### src/rtl/traffic_lights_pkg.sv
// Shared types and constants for the multi-direction intersection controller.
package traffic_lights_pkg;

   localparam int MS_W         = 16;
   localparam int NUM_DIRS_DEF = 4;
   localparam int DIR_W        = $clog2(NUM_DIRS_DEF);

   typedef enum logic [2:0] {
      CMD_ON         = 3'd0,
      CMD_OFF        = 3'd1,
      CMD_UNREG      = 3'd2,
      CMD_SET_GREEN  = 3'd3,
      CMD_SET_CLEAR  = 3'd4,
      CMD_SET_YELLOW = 3'd5
   } cmd_type_e;

   typedef enum logic [2:0] {
      ST_OFF,
      ST_UNREG,
      ST_CLEAR,
      ST_RY,
      ST_GREEN,
      ST_GBLINK,
      ST_YELLOW
   } state_t;

   // A programmed time of zero would never expire cleanly, so clamp it to 1 ms.
   function automatic logic [MS_W-1:0] min1_ms(input logic [MS_W-1:0] ms);
      return (ms == '0) ? MS_W'(1) : ms;
   endfunction

endpackage

### src/rtl/tl_ms_timer.sv
// Millisecond timer: a CLKS_PER_MS prescaler driving a loadable 16-bit ms
// down-counter. done_o pulses in the last clock cycle of the loaded interval,
// so a load of T ms followed by a reload on done_o spans exactly
// T*CLKS_PER_MS cycles.
module tl_ms_timer
   import traffic_lights_pkg::*;
#(
   parameter int CLKS_PER_MS = 2
) (
   input  logic            clk_i,
   input  logic            srst_i,
   input  logic            load_i,
   input  logic [MS_W-1:0] load_ms_i,
   output logic            done_o
);

   localparam int PW = (CLKS_PER_MS > 1) ? $clog2(CLKS_PER_MS) : 1;

   logic [PW-1:0]   pre_q;
   logic [MS_W-1:0] ms_q;
   logic            tick;

   assign tick   = (pre_q == PW'(CLKS_PER_MS - 1));
   assign done_o = tick && (ms_q == MS_W'(1));

   // Prescaler restarts on load; the ms counter saturates at zero.
   always_ff @(posedge clk_i) begin
      if (srst_i) begin
         pre_q <= '0;
         ms_q  <= '0;
      end else if (load_i) begin
         pre_q <= '0;
         ms_q  <= load_ms_i;
      end else begin
         pre_q <= tick ? '0 : pre_q + PW'(1);
         if (tick && (ms_q != '0)) begin
            ms_q <= ms_q - MS_W'(1);
         end
      end
   end

endmodule

### src/rtl/traffic_lights_xing.sv
// N-direction intersection controller. Serves one direction at a time in
// round-robin order with an all-red clearance between directions.
// Optional feature macro: TL_DEMAND_SKIP_EN adds demand_i and skips
// directions without demand when leaving the clearance phase.
//
// Command handshake: a command is a single-cycle strobe; it is acted on in
// the cycle where cmd_valid_i is high and its effect is visible on the
// registered lamp outputs one cycle later. There is no back-pressure:
// commands that are not legal in the current state are silently dropped.
module traffic_lights_xing
   import traffic_lights_pkg::*;
#(
   parameter int NUM_DIRS              = 4,
   parameter int CLKS_PER_MS           = 2,
   parameter int BLINK_HALF_PERIOD_MS  = 1,
   parameter int BLINK_GREEN_TIME_TICK = 3,
   parameter int RED_YELLOW_MS         = 1,
   parameter int DEF_GREEN_MS          = 10,
   parameter int DEF_YELLOW_MS         = 2,
   parameter int DEF_CLEAR_MS          = 2
) (
   input  logic                        clk_i,
   input  logic                        srst_i,
   input  logic [2:0]                  cmd_type_i,
   input  logic                        cmd_valid_i,
   input  logic [$clog2(NUM_DIRS)-1:0] cmd_dir_i,
   input  logic [MS_W-1:0]             cmd_data_i,
`ifdef TL_DEMAND_SKIP_EN
   input  logic [NUM_DIRS-1:0]         demand_i,
`endif
   output logic [NUM_DIRS-1:0]         red_o,
   output logic [NUM_DIRS-1:0]         yellow_o,
   output logic [NUM_DIRS-1:0]         green_o,
   output logic [$clog2(NUM_DIRS)-1:0] active_dir_o,
   output state_t                      state_o
);

   localparam int DW = $clog2(NUM_DIRS);
   localparam logic [MS_W-1:0] GBLINK_MS = MS_W'(2 * BLINK_HALF_PERIOD_MS * BLINK_GREEN_TIME_TICK);

   state_t          state_q, state_d;
   logic [DW-1:0]   dir_q, dir_d;
   logic            phase_q, phase_d;
   logic            restart;
   logic            main_load;
   logic [MS_W-1:0] main_ms;
   logic            main_done;
   logic            blink_done;
   logic            is_idle;
   logic            dir_ok;
   cmd_type_e       cmd;

   logic [MS_W-1:0] green_ms_q [NUM_DIRS];
   logic [MS_W-1:0] yellow_ms_q;
   logic [MS_W-1:0] clear_ms_q;

   logic [NUM_DIRS-1:0] red_q, yel_q, grn_q;
   logic [NUM_DIRS-1:0] red_d, yel_d, grn_d;
   logic [NUM_DIRS-1:0] dir_mask;

`ifdef TL_DEMAND_SKIP_EN
   logic          found;
   logic [DW-1:0] pick;
   logic [DW-1:0] idx_dw;
   int            idx;
`endif

   assign cmd     = cmd_type_e'(cmd_type_i);
   assign is_idle = (state_q == ST_OFF) || (state_q == ST_UNREG);
   assign dir_ok  = (int'(cmd_dir_i) < NUM_DIRS);

   tl_ms_timer #(.CLKS_PER_MS(CLKS_PER_MS)) u_main_timer (
      .clk_i     (clk_i),
      .srst_i    (srst_i),
      .load_i    (main_load),
      .load_ms_i (main_ms),
      .done_o    (main_done)
   );

   // Blink half-period timer free-runs, restarting on every state entry.
   tl_ms_timer #(.CLKS_PER_MS(CLKS_PER_MS)) u_blink_timer (
      .clk_i     (clk_i),
      .srst_i    (srst_i),
      .load_i    (restart || blink_done),
      .load_ms_i (MS_W'(BLINK_HALF_PERIOD_MS)),
      .done_o    (blink_done)
   );

   // Next-state, next direction and timer reload decisions.
   always_comb begin
      state_d   = state_q;
      dir_d     = dir_q;
      restart   = 1'b0;
      main_load = 1'b0;
      main_ms   = MS_W'(1);
`ifdef TL_DEMAND_SKIP_EN
      // Search starts at the direction after the current one; current is last.
      found  = 1'b0;
      pick   = dir_q;
      idx    = 0;
      idx_dw = '0;
      for (int k = 1; k <= NUM_DIRS; k++) begin
         idx = int'(dir_q) + k;
         if (idx >= NUM_DIRS) idx = idx - NUM_DIRS;
         idx_dw = DW'(idx);
         if (!found && demand_i[idx_dw]) begin
            found = 1'b1;
            pick  = idx_dw;
         end
      end
`endif
      case (state_q)
         ST_CLEAR: if (main_done) begin
`ifdef TL_DEMAND_SKIP_EN
            if (found) begin
               state_d = ST_RY;
               dir_d   = pick;
               restart = 1'b1;
            end else begin
               // No demand: hold all-red and re-check on every ms boundary.
               main_load = 1'b1;
            end
`else
            state_d = ST_RY;
            restart = 1'b1;
`endif
         end
         ST_RY:     if (main_done) begin state_d = ST_GREEN;  restart = 1'b1; end
         ST_GREEN:  if (main_done) begin state_d = ST_GBLINK; restart = 1'b1; end
         ST_GBLINK: if (main_done) begin state_d = ST_YELLOW; restart = 1'b1; end
         ST_YELLOW: if (main_done) begin
            state_d = ST_CLEAR;
            restart = 1'b1;
`ifndef TL_DEMAND_SKIP_EN
            dir_d = (dir_q == DW'(NUM_DIRS - 1)) ? '0 : dir_q + DW'(1);
`endif
         end
         default: ;
      endcase

      if (cmd_valid_i) begin
         case (cmd)
            CMD_OFF:   begin state_d = ST_OFF;   restart = 1'b1; end
            CMD_UNREG: begin state_d = ST_UNREG; restart = 1'b1; end
            CMD_ON: if (is_idle) begin
               state_d = ST_CLEAR;
               dir_d   = '0;
               restart = 1'b1;
            end
            default: ;
         endcase
      end

      if (restart) begin
         main_load = 1'b1;
         case (state_d)
            ST_CLEAR:  main_ms = clear_ms_q;
            ST_RY:     main_ms = MS_W'(RED_YELLOW_MS);
            ST_GREEN:  main_ms = green_ms_q[dir_d];
            ST_GBLINK: main_ms = GBLINK_MS;
            ST_YELLOW: main_ms = yellow_ms_q;
            default:   main_ms = MS_W'(1);
         endcase
      end
   end

   // Blink phase and lamp pattern for the state being entered.
   always_comb begin
      if (restart)         phase_d = (state_d == ST_UNREG);
      else if (blink_done) phase_d = ~phase_q;
      else                 phase_d = phase_q;

      dir_mask = NUM_DIRS'(1) << dir_d;
      red_d    = '0;
      yel_d    = '0;
      grn_d    = '0;
      case (state_d)
         ST_UNREG:  yel_d = {NUM_DIRS{phase_d}};
         ST_CLEAR:  red_d = '1;
         ST_RY:     begin red_d = '1;        yel_d = dir_mask; end
         ST_GREEN:  begin red_d = ~dir_mask; grn_d = dir_mask; end
         ST_GBLINK: begin red_d = ~dir_mask; grn_d = phase_d ? dir_mask : '0; end
         ST_YELLOW: begin red_d = ~dir_mask; yel_d = dir_mask; end
         default: ;
      endcase
   end

   // State, direction, blink phase and registered lamp outputs.
   always_ff @(posedge clk_i) begin
      if (srst_i) begin
         state_q <= ST_OFF;
         dir_q   <= '0;
         phase_q <= 1'b0;
         red_q   <= '0;
         yel_q   <= '0;
         grn_q   <= '0;
      end else begin
         state_q <= state_d;
         dir_q   <= dir_d;
         phase_q <= phase_d;
         red_q   <= red_d;
         yel_q   <= yel_d;
         grn_q   <= grn_d;
      end
   end

   // Programmable times; writable only while unregulated.
   always_ff @(posedge clk_i) begin
      if (srst_i) begin
         for (int i = 0; i < NUM_DIRS; i++) green_ms_q[i] <= MS_W'(DEF_GREEN_MS);
         yellow_ms_q <= MS_W'(DEF_YELLOW_MS);
         clear_ms_q  <= MS_W'(DEF_CLEAR_MS);
      end else if (cmd_valid_i && (state_q == ST_UNREG)) begin
         case (cmd)
            CMD_SET_GREEN:  if (dir_ok) green_ms_q[cmd_dir_i] <= min1_ms(cmd_data_i);
            CMD_SET_CLEAR:  clear_ms_q  <= min1_ms(cmd_data_i);
            CMD_SET_YELLOW: yellow_ms_q <= min1_ms(cmd_data_i);
            default: ;
         endcase
      end
   end

   assign red_o        = red_q;
   assign yellow_o     = yel_q;
   assign green_o      = grn_q;
   assign active_dir_o = dir_q;
   assign state_o      = state_q;

endmodule

### config.mk
export PLATFORM = sky130hd
export DESIGN_NAME = traffic_lights_xing
export DESIGN_NICKNAME = d
export VERILOG_FILES = /design/src/rtl/traffic_lights_pkg.sv /design/src/rtl/tl_ms_timer.sv /design/src/rtl/traffic_lights_xing.sv
export SDC_FILE = /design/constraint.sdc
export NUM_CORES = 1
export LEC_CHECK = 0
export CAP_MARGIN = 20
export CORE_MARGIN = 1
export CORE_UTILIZATION = 60
export DETAILED_ROUTE_END_ITERATION = 12
export PLACE_DENSITY_LB_ADDON = 0.25
export SLEW_MARGIN = 25
export SYNTH_ARGS = -nofsm -noshare
export SYNTH_HDL_FRONTEND = slang
export SYNTH_HIERARCHICAL = 1
export SYNTH_SLANG_ARGS = --single-unit
export TNS_END_PERCENT = 20
### constraint.sdc
create_clock -name clk_i -period 5.1 [get_ports clk_i]
set_clock_uncertainty 0.1 [all_clocks]
set_input_delay 0.765 -clock clk_i [delete_from_list [all_inputs] [get_ports clk_i]]
set_output_delay 0.765 -clock clk_i [all_outputs]
set_load 0.05 [all_outputs]
==> qor.csv <==
metric;value;unit
ys async rst share;0;%
vias;6126;
largest net degree at the start of global routing;48;
critical-path maximum fanout;37;
Post-CTS Setup Inserts;0;
post-synth top area cell;edfxtp_1;
TritonRoute pass-1 iters;6;
synthesis warning total;6;
maxcap violations;0;
Nets;811;
DRC;0;
mean routed wirelength per cell;19.71;um
clk buf depth;2;
Max Clk Rate;220.4;MHz
Gates resized, CTS repair;0;
Finished Layout Cells;962;
Seq/Total Area, Yosys;47.47;%
DIE HEIGHT;114.5;um
DIE AREA;13110;um2
Final Setup Violations;0;
Synth Flop Type;dfxtp_1;
type of element capturing the critical path;flop;
VDD IR max;259.4;uV
# diodes;0;
Area growth syn-to-layout;15.26;%
Post-Synthesis Cell Area;7591;um2
CTS tree;built;
Mapped Cells;739;
CP most frequent cell;or4_4;
gp weighted congestion;0.8599;
Total GRT Usage;30.83;%
worst setup margin;0.5621;ns
post-synth top area share;25.32;%
P_leak;3.305;nW
grt ovf;0;
area of the core;12160;um2
Post-CTS Hold Buffers;0;
H-tree depth;4;
Initial Utilization;62.42;%
Place WS;0.6141;ns
fraction of layout cells with a size suffix above 1;11.84;%
antenna violations before repair;0;
Clk Latency, worst-skew pair;0.42;ns
Crit path required time;5.32;ns
post-layout min period;4.538;ns
1st-iter DRT viols;662;
Root Driver;clkbuf_16;
first-pass GRT wire length;30500;um
Avg Vias per Cell;6.368;
crit path kind;flop to flop;
final WL;18960;um
crit-path cells;or4_4 > or4_4 > nor4_1 > buf_4 > nand4b_4 > mux2i_4 > nor2_4 > buf_12 > nor2b_1 > a211oi_1 > o32ai_1 > nand2_1 > o41ai_1 > a32o_1;
Worst-path clk slew;0.06;ns
top cells by area, synth;edfxtp_1 (25%), dfxtp_1 (22%), mux2i_1 (6.1%), and2_1 (4.5%), nor2_1 (3.8%);
CP arrival;4.76;ns
placed insts;930;
Setup crit start kind;flop;
die width;114.5;um
relative slew slack;37.90;%
Buffers on Ports;40;
crit share post-route;88.98;%
pwr/cell area;343.4;nW/um2
io pins;41;
vias in the first global route;6017;
status;finished clean;
num rows;40;
antenna viol nets, final;0;
max-slew violation count;0;
CTS Buf Count;17;
#FFs+latches synth;148;
fillers;864;
Final Hold Vio Count;0;
setup tns final;0;ns
RSZ-0062 raised after global routing;no;
CP max stage delay;0.67;ns
HPWL Detailed;12630;um
Synth cell types;78;
worst slew pin tran;0.9281;ns
clk sinks;148;
Hold Crit Class;flop to flop;
EDFF count, synth;64;
Slowest cell on crit path;nor2_4;
most frequent cells in the layout;dfxtp_1 (84), nor2_1 (77), edfxtp_1 (64), and2_1 (54), mux2i_1 (46);
most common cell after layout, fill and taps aside;dfxtp_1;
Syn Area/Cell;10.27;um2
==> worst max-delay path: cells and delay by family, from the launching register on <==
family / cells / cell delay (ns)
mux: 1 / 0.28
compound gates: 4 / 0.72
simple gates: 7 / 2.45
buf+inv: 2 / 0.50
flops: 1 / 0.37
==> cells in the mapped netlist (all sizes together), types with 3 or more instances <==
cell type / count
o31ai: 8
nor2: 81
or4: 20
o21ai: 16
a211oi: 30
o32ai: 14
a221oi: 4
or4b: 4
o22ai: 3
or3: 13
and2: 54
mux2i: 48
buf: 20
nand2b: 9
a21oi: 15
o41ai: 8
dfxtp: 84
mux2: 4
edfxtp: 64
and2b: 6
nor3: 18
nand3: 7
and3: 6
nand2: 29
or2: 8
ha: 6
a211o: 5
nand4: 10
nor2b: 25
nor4: 18
nor4b: 3
inv: 15
a311oi: 16
clkbuf: 27
xnor2: 5
==> worst paths after layout <==
check / start / end / slack [ns] / cells past startpoint
hold reg to reg: clear_ms_q[1] / clear_ms_q[1] / 0.38 / 2
setup reg to reg: u_main_timer/ms_q[4] / u_main_timer/ms_q[12] / 0.56 / 14
setup / recovery: u_main_timer/ms_q[4] / u_main_timer/ms_q[12] / 0.56 / 14
hold / removal: clear_ms_q[1] / clear_ms_q[1] / 0.38 / 2
==> cells by family after synthesis <==
logic type	share of synthesized area, %
compound gates	14.42
xor+xnor	0.8077
fa+ha+maj	0.9889
buf+inv	3.692
flops	47.47
mux	7.302
other cells	0.09893
simple gates	25.22
==> stage by stage <==
stage / power (mW) / area (um2) / utilization [%] / hold slack (ns)
global route: 3.106 / 8750 / 71.94 / 0.4157
floorplan: 1.640 / 7644 / - / 0.3412
detailed placement: 1.754 / 8158 / 67.08 / 0.3650
finish: 3.005 / 8750 / 71.94 / 0.3808
global placement: 1.740 / 8158 / 67.08 / 0.3570
CTS: 3.002 / 8750 / 71.94 / 0.3798
==> area by class of cell <==
cell class / count / area [um2] / area share [%]
timing repair buffer: 56 / 528.0 / 6.035
multi-input combinational: 543 / 3760 / 42.97
clock buffer: 20 / 436.7 / 4.991
clock inverter: 12 / 155.1 / 1.773
inverter: 15 / 56.30 / 0.6435
sequential: 148 / 3603 / 41.18
tap: 168 / 210.2 / 2.402
==> registers in the layout, summed over array words and instances, names as in the netlist <==
| register | count |
|---|---|
| green_o | 4 |
| clear_ms_q | 16 |
| u_blink_timer/ms_q | 16 |
| red_o | 4 |
| u_main_timer/ms_q | 16 |
| active_dir_o | 2 |
| u_main_timer/pre_q | 1 |
| phase_q | 1 |
| u_blink_timer/pre_q | 1 |
| yellow_o | 4 |
| green_ms_q | 64 |
| yellow_ms_q | 16 |
| state_o | 3 |
==> power by group <==
group	switching (mW)	internal (mW)
registers	0.0568	1.29
clock network	0.491	0.772
logic	0.236	0.163
total	0.784	2.22
==> layer usage <==
layer  global-route usage, %  up-vias  wire length (um)
met5                       0        -                 0
met4                   12.64        0               364
met1                   38.45     2942              7434
met2                   52.20      277              9590
met3                   6.406       44              1573
li1                        -     2863                 -
Power figures use the tool's default switching activity.
